**config.mk**
```make
export PLATFORM = sky130hd
export DESIGN_NAME = reg_file_sb_flat
export DESIGN_NICKNAME = d
export VERILOG_FILES = /design/src/rtl/reg_file_sb_if.sv /design/src/rtl/reg_file_sb.sv /design/src/flat_wrapper.sv
export SDC_FILE = /design/constraint.sdc
export NUM_CORES = 2
export LEC_CHECK = 0
export ABC_AREA = 1
export BUFFER_PORTS_ARGS = -buffer_cell sky130_fd_sc_hd__clkbuf_2
export CAP_MARGIN = 20
export CORE_ASPECT_RATIO = 1.4
export CORE_MARGIN = 4
export CORE_UTILIZATION = 24
export CTS_CLUSTER_DIAMETER = 50
export CTS_CLUSTER_SIZE = 20
export DETAILED_ROUTE_END_ITERATION = 8
export GPL_TIMING_DRIVEN = 0
export PLACE_DENSITY = 0.35
export SYNTH_ARGS = -nofsm -noshare
export SYNTH_HDL_FRONTEND = slang
export SYNTH_SLANG_ARGS = --single-unit
```
**constraint.sdc**
```tcl
create_clock -name clk -period 3.1 [get_ports clk]
set_clock_uncertainty 0.2 [all_clocks]
set_input_delay 0.62 -clock clk [delete_from_list [all_inputs] [get_ports clk]]
set_output_delay 0.62 -clock clk [all_outputs]
set_load 0.02 [all_outputs]
```
**src/rtl/reg_file_sb_if.sv**
```systemverilog
// reg_file_sb_if: write-back, read and issue signals between the pipeline
// and the register file / scoreboard. The master side is the pipeline
// (write-back and decode). The slave side is the register file.
interface reg_file_sb_if #(
    parameter int XLEN = 32,
    parameter int AW   = 5
);
    logic            reg_write_wb;
    logic [AW-1:0]   rd_wb;
    logic [XLEN-1:0] wb_data;
    logic [AW-1:0]   rs1_addr;
    logic [AW-1:0]   rs2_addr;
    logic            rd_en;
    logic            issue_valid;
    logic            issue_writes;
    logic [AW-1:0]   issue_rd;
    logic [XLEN-1:0] rs1_data;
    logic [XLEN-1:0] rs2_data;
    logic            stall;
    logic            sb_err;

    modport master (
        output reg_write_wb, rd_wb, wb_data, rs1_addr, rs2_addr, rd_en,
               issue_valid, issue_writes, issue_rd,
        input  rs1_data, rs2_data, stall, sb_err
    );

    modport slave (
        input  reg_write_wb, rd_wb, wb_data, rs1_addr, rs2_addr, rd_en,
               issue_valid, issue_writes, issue_rd,
        output rs1_data, rs2_data, stall, sb_err
    );
endinterface

```
**src/rtl/reg_file_sb.sv**
```systemverilog
// reg_file_sb: architectural register file with a per-register scoreboard.
// - r0 reads as zero and ignores writes.
// - Reads are registered (latency 1) and hold their value when rd_en is low.
// - Each register has a pending-write counter. A read hazard or a full
//   counter raises a combinational stall toward decode.
// - A write-back to a register with no pending write sets sticky sb_err.
// Optional feature macro REGFILE_BYPASS_EN:
// - A same-cycle write-back is forwarded to the read ports.
// - That write-back also clears its own hazard.
// Without the macro, reads see the pre-write value and stall uses the raw counters.
module reg_file_sb #(
    parameter int NREGS = 32,
    parameter int XLEN  = 32,
    parameter int AW    = 5,
    parameter int CNT_W = 2
) (
    input  logic         clk,
    input  logic         reset,
    reg_file_sb_if.slave bus
);
    localparam logic [CNT_W-1:0] CNT_MAX = '1;
    localparam logic [CNT_W-1:0] CNT_ONE = CNT_W'(1);

    logic [NREGS-1:0][XLEN-1:0]  regs_q, regs_d;
    logic [NREGS-1:0][CNT_W-1:0] pend_q, pend_d;
    logic [XLEN-1:0]             rs1_data_q, rs1_data_d;
    logic [XLEN-1:0]             rs2_data_q, rs2_data_d;
    logic                        sb_err_q, sb_err_d;

    logic [NREGS-1:0] wb_hit;     // write-back lands on register r this cycle
    logic [NREGS-1:0] iss_hit;    // accepted issue targets register r
    logic [NREGS-1:0] eff_nz;     // register r still has an outstanding write
    logic             issue_req;
    logic             issue_acc;
    logic             ovf_stall;
    logic             raw_stall;
    logic             stall;
    logic [XLEN-1:0]  rd1_val, rd2_val;

    assign issue_req = bus.issue_valid && bus.issue_writes && (bus.issue_rd != '0);
    assign issue_acc = issue_req && !stall;

    // Per-register hit decode and effective pending status
    for (genvar r = 0; r < NREGS; r++) begin : g_reg
        localparam logic [AW-1:0] IDX = AW'(r);
        if (r == 0) begin : g_r0
            assign wb_hit[r]  = 1'b0;
            assign iss_hit[r] = 1'b0;
        end else begin : g_rn
            assign wb_hit[r]  = bus.reg_write_wb && (bus.rd_wb == IDX);
            assign iss_hit[r] = issue_acc && (bus.issue_rd == IDX);
        end
`ifdef REGFILE_BYPASS_EN
        // pend - wb_hit is nonzero exactly when pend differs from wb_hit
        assign eff_nz[r] = (pend_q[r] != {{(CNT_W-1){1'b0}}, wb_hit[r]});
`else
        assign eff_nz[r] = (pend_q[r] != '0);
`endif
    end

    assign raw_stall = bus.rd_en && (eff_nz[bus.rs1_addr] || eff_nz[bus.rs2_addr]);
    assign ovf_stall = issue_req && (pend_q[bus.issue_rd] == CNT_MAX);
    assign stall     = raw_stall || ovf_stall;

    // Read-port source select, including optional write-through forwarding
    always_comb begin
        rd1_val = regs_q[bus.rs1_addr];
        rd2_val = regs_q[bus.rs2_addr];
`ifdef REGFILE_BYPASS_EN
        if (wb_hit[bus.rs1_addr]) rd1_val = bus.wb_data;
        if (wb_hit[bus.rs2_addr]) rd2_val = bus.wb_data;
`endif
        if (bus.rs1_addr == '0) rd1_val = '0;
        if (bus.rs2_addr == '0) rd2_val = '0;
    end

    // Next-state for array, counters, read registers and error flag
    always_comb begin
        regs_d     = regs_q;
        pend_d     = pend_q;
        rs1_data_d = rs1_data_q;
        rs2_data_d = rs2_data_q;
        sb_err_d   = sb_err_q;
        if (bus.rd_en) begin
            rs1_data_d = rd1_val;
            rs2_data_d = rd2_val;
        end
        for (int r = 1; r < NREGS; r++) begin
            if (wb_hit[r]) begin
                regs_d[r] = bus.wb_data;
                if (pend_q[r] == '0) sb_err_d = 1'b1;
            end
            // Same-cycle issue and write-back cancel out
            if (iss_hit[r] && !wb_hit[r])
                pend_d[r] = pend_q[r] + CNT_ONE;
            else if (wb_hit[r] && !iss_hit[r] && pend_q[r] != '0)
                pend_d[r] = pend_q[r] - CNT_ONE;
        end
    end

    // State registers; reset drops any write-back or issue in the same cycle
    always_ff @(posedge clk) begin
        if (reset) begin
            regs_q     <= '0;
            pend_q     <= '0;
            rs1_data_q <= '0;
            rs2_data_q <= '0;
            sb_err_q   <= 1'b0;
        end else begin
            regs_q     <= regs_d;
            pend_q     <= pend_d;
            rs1_data_q <= rs1_data_d;
            rs2_data_q <= rs2_data_d;
            sb_err_q   <= sb_err_d;
        end
    end

    assign bus.rs1_data = rs1_data_q;
    assign bus.rs2_data = rs2_data_q;
    assign bus.stall    = stall;
    assign bus.sb_err   = sb_err_q;
endmodule

```
**src/flat_wrapper.sv**
```systemverilog
// flat-port wrapper written by rule: the top's interface ports become plain ports
module reg_file_sb_flat 
#(
    parameter int NREGS = 32,
    parameter int XLEN  = 32,
    parameter int AW    = 5,
    parameter int CNT_W = 2
)
  (clk, reset, bus_reg_write_wb, bus_rd_wb, bus_wb_data, bus_rs1_addr, bus_rs2_addr, bus_rd_en, bus_issue_valid, bus_issue_writes, bus_issue_rd, bus_rs1_data, bus_rs2_data, bus_stall, bus_sb_err);
  reg_file_sb_if #(.XLEN(XLEN), .AW(AW)) bus_i ();
  input  logic clk;
  input  logic reset;
  input wire logic [$bits(bus_i.reg_write_wb)-1:0] bus_reg_write_wb;
  input wire logic [$bits(bus_i.rd_wb)-1:0] bus_rd_wb;
  input wire logic [$bits(bus_i.wb_data)-1:0] bus_wb_data;
  input wire logic [$bits(bus_i.rs1_addr)-1:0] bus_rs1_addr;
  input wire logic [$bits(bus_i.rs2_addr)-1:0] bus_rs2_addr;
  input wire logic [$bits(bus_i.rd_en)-1:0] bus_rd_en;
  input wire logic [$bits(bus_i.issue_valid)-1:0] bus_issue_valid;
  input wire logic [$bits(bus_i.issue_writes)-1:0] bus_issue_writes;
  input wire logic [$bits(bus_i.issue_rd)-1:0] bus_issue_rd;
  output wire logic [$bits(bus_i.rs1_data)-1:0] bus_rs1_data;
  output wire logic [$bits(bus_i.rs2_data)-1:0] bus_rs2_data;
  output wire logic [$bits(bus_i.stall)-1:0] bus_stall;
  output wire logic [$bits(bus_i.sb_err)-1:0] bus_sb_err;
  assign bus_i.reg_write_wb = bus_reg_write_wb;
  assign bus_i.rd_wb = bus_rd_wb;
  assign bus_i.wb_data = bus_wb_data;
  assign bus_i.rs1_addr = bus_rs1_addr;
  assign bus_i.rs2_addr = bus_rs2_addr;
  assign bus_i.rd_en = bus_rd_en;
  assign bus_i.issue_valid = bus_issue_valid;
  assign bus_i.issue_writes = bus_issue_writes;
  assign bus_i.issue_rd = bus_issue_rd;
  assign bus_rs1_data = bus_i.rs1_data;
  assign bus_rs2_data = bus_i.rs2_data;
  assign bus_stall = bus_i.stall;
  assign bus_sb_err = bus_i.sb_err;
  reg_file_sb #(.NREGS(NREGS), .XLEN(XLEN), .AW(AW), .CNT_W(CNT_W)) u_core (.clk(clk), .reset(reset), .bus(bus_i));
endmodule
```
==> impl_metrics.ini <==
[floorplanning]
fp.dieArea_um2 = 248700
num_rows = 212
ioPinCount = 124
die_width_um = 422.6
start_util_pct = 24.17
die_h_um = 588.5
coreArea_um2 = 239000

[synthesis]
yosysMostFrequentCell = o21ai_0
syn_area_um2 = 57770
synth_flop_cell = dfxtp_1
synth_area_leader_cell = dfxtp_1
synth_top_cells_by_count = o21ai_0, nor2_1, a21oi_1
synth_edf_count = 0
synth_nets = 8777
synth_area_per_cell_um2 = 6.625
ys_seq_area_share_pct = 38.78
synth_area_leaders = dfxtp_1, o21ai_0, a21oi_1, nor2_1, inv_1
ys_seq_elements = 1119
synthCells = 8719
synth.top_cell.area_share_pct = 38.78
async_reset_ff_share_pct = 0
synth.distinct_cells = 37
synth_warnings = 0

[worst_setup_path]
startpoint_type = input pin
cp_max_fo = 10
crit_path_end_kind = output port
path_class = input pin to output port
slowest_delay_ps = 290
critPathArrivalTime_ps = 2760
required_ps = 2280
path_cells = clkbuf_2 -> buf_4 -> nor2_2 -> buf_6 -> nand3_1 -> nand2_1 -> nor2_2 -> nand2_2 -> nand3_2 -> nand2_2 -> nor2_2 -> nor2_2 -> nor2_4 -> buf_8 -> inv_4 -> buf_8
path_common_cell = nor2_2
slowest_stage = buf_6

[clock_network]
cts_sinks = 1119
clockBufferDepth = 4
clk-insertion-delay-late_ps = 910
cts_htree_levels = 4
cts-root-buf = clkbuf_16
path_clk_slew_ps = 60
cts_tree = yes
cts_buffers = 178

[route]
route.detailed.drc = 0
drt-pass1-iter-count = 8
viasPerCell = 6.092
first_iter_violations = 12230
wl_per_cell_um = 48.36
antenna_left = 0
num_vias = 77600
drt_wl_total_um = 616000

[placement]
place_area_um2 = 66530
dp_cells = 12270
dp_hpwl_um = 484000
port_buffers = 115
routabilityCongestion = 1.084
dp_slack_ps = -3173

[layout]
stdcell_area_um2 = 75750
nets = 9319
n_fill_cell = 26410
final_cells = 12740
syn2layout_area_growth_pct = 31.13
drive_gt1_share_pct = 14.47

[sta]
min_period_ps = 3576
worst_slack_ps = -475.8
relSlewSlack_pct = 11.98
hold_violations = 0
finalCritPeriodShare_pct = 115.3
whs_ps = 47.82
final-setup-viol-count = 61
fin_tns_setup_ps = -7754
rsz0062_at_grt = yes
fmaxAchievable_mhz = 279.7
worst_pin_slew_ps = 1320
slew_violations = 0

[global_route]
grt_max_degree = 15
grt_usage_pct = 47.26
overflow = 0
grt_pass1_vias = 69260
grt_pass1_wl_um = 766200
grt_antenna_before_repair = 148

[min_path]
min_path_type = input pin to flop

[outcome]
status = complete, but fails checks
violations = negative setup slack

[power_and_ir_drop]
vdd_drop_max_v = 0.0004335
p_leak_nw = 27.58
powerDensity_nw_per_um2 = 596.8

[job]
drv_cap = 0
-- logic make-up (layout without fill, tap and decap cells) --
family	count (synthesis)	in the layout	share of synthesized area (%)
AO/OA/AOI/OAI	3722	3722	35.12
buffers and inverters	1634	2307	10.77
flip-flops	1119	1119	38.78
other	0	136	0
AND/OR/NAND/NOR	2244	2244	15.33
-- state kept, by name, summed over array words and instances, names as in the netlist --
register             flops
u_core.regs_q          992
u_core.pend_q           62
u_core.bus.sb_err        1
u_core.bus.rs1_data     32
u_core.bus.rs2_data     32
-- path summary, 6_finish.rpt --
check | end | cells after the start | startpoint | slack [ps]
max | bus_stall | 16 | bus_rs1_addr[2] | -480
min | u_core.regs_q[538] | 3 | bus_wb_data[26] | 50
max reg2reg | u_core.pend_q[8] | 16 | u_core.pend_q[63] | 90
min reg2reg | u_core.bus.rs2_data[13] | 2 | u_core.bus.rs2_data[13] | 260
-- cell usage in the layout (no fill, tap or decap), types with 71 or more instances in the layout --
master	synthesis	routed
a21oi_1	1192	1167
buf_2	60	71
buf_8	0	129
clkbuf_1	702	469
clkbuf_16	0	184
clkbuf_2	0	267
dfxtp_1	1119	1091
diode_2	0	136
inv_1	755	742
nand2_1	666	635
nand3_1	133	122
nor2_1	1326	1268
o211ai_1	100	100
o21ai_0	1907	1835
o21ai_1	55	96
o221ai_1	157	147
-- power by group --
group | leakage (nW) | internal (W) | switching (W)
clock network | 2.95 | 0.0129 | 0.00902
logic | 15.6 | 0.00176 | 0.00675
registers | 9.05 | 0.0146 | 0.000166
total | 27.6 | 0.0293 | 0.0159
-- final cells by class --
cell class              instances  area [um^2]  share of cell area [%]
clock buffers                 213         4831                   6.377
inverters                     779         2945                   3.888
multi-input cells            5966        30780                   40.63
well taps                    3210         4016                   5.302
flip-flops and latches       1119        22440                   29.63
repair buffers                364         4707                   6.214
diodes                        136        340.3                  0.4493
plain buffers                 853         4458                   5.885
clock inverters                98         1232                   1.627
-- metrics by stage --
step	power (W)	util, %
after floorplan	0.01743	-
after global placement	0.02206	26.09
after detailed placement	0.02260	27.84
after CTS	0.04457	31.36
after global routing	0.04542	31.60
final	0.04521	31.69
-- metal layers --
metal	vias to the layer above	GRT usage [%]	share of wire (%)
met4	22	47.84	12
met5	-	0	0.025
li1	31050	-	-
met3	1869	11.89	9.5
met2	6059	69.53	42
met1	38600	54.55	36
-- timing repair --
item,4_1_cts,5_1_grt
pin swaps,47,40
endpoints found under the setup margin,134,90
buffers inserted,9,2
endpoints found under the hold margin,5,0
resized for setup,692,175
hold buffers,5,0
gates cloned,0,0
-- critical path, delay by kind of cell --
kind / cells / cell delay (ps)
buffers and inverters: 6 / 930
and+or+nand+nor: 10 / 1170
Power figures use the tool's default switching activity.
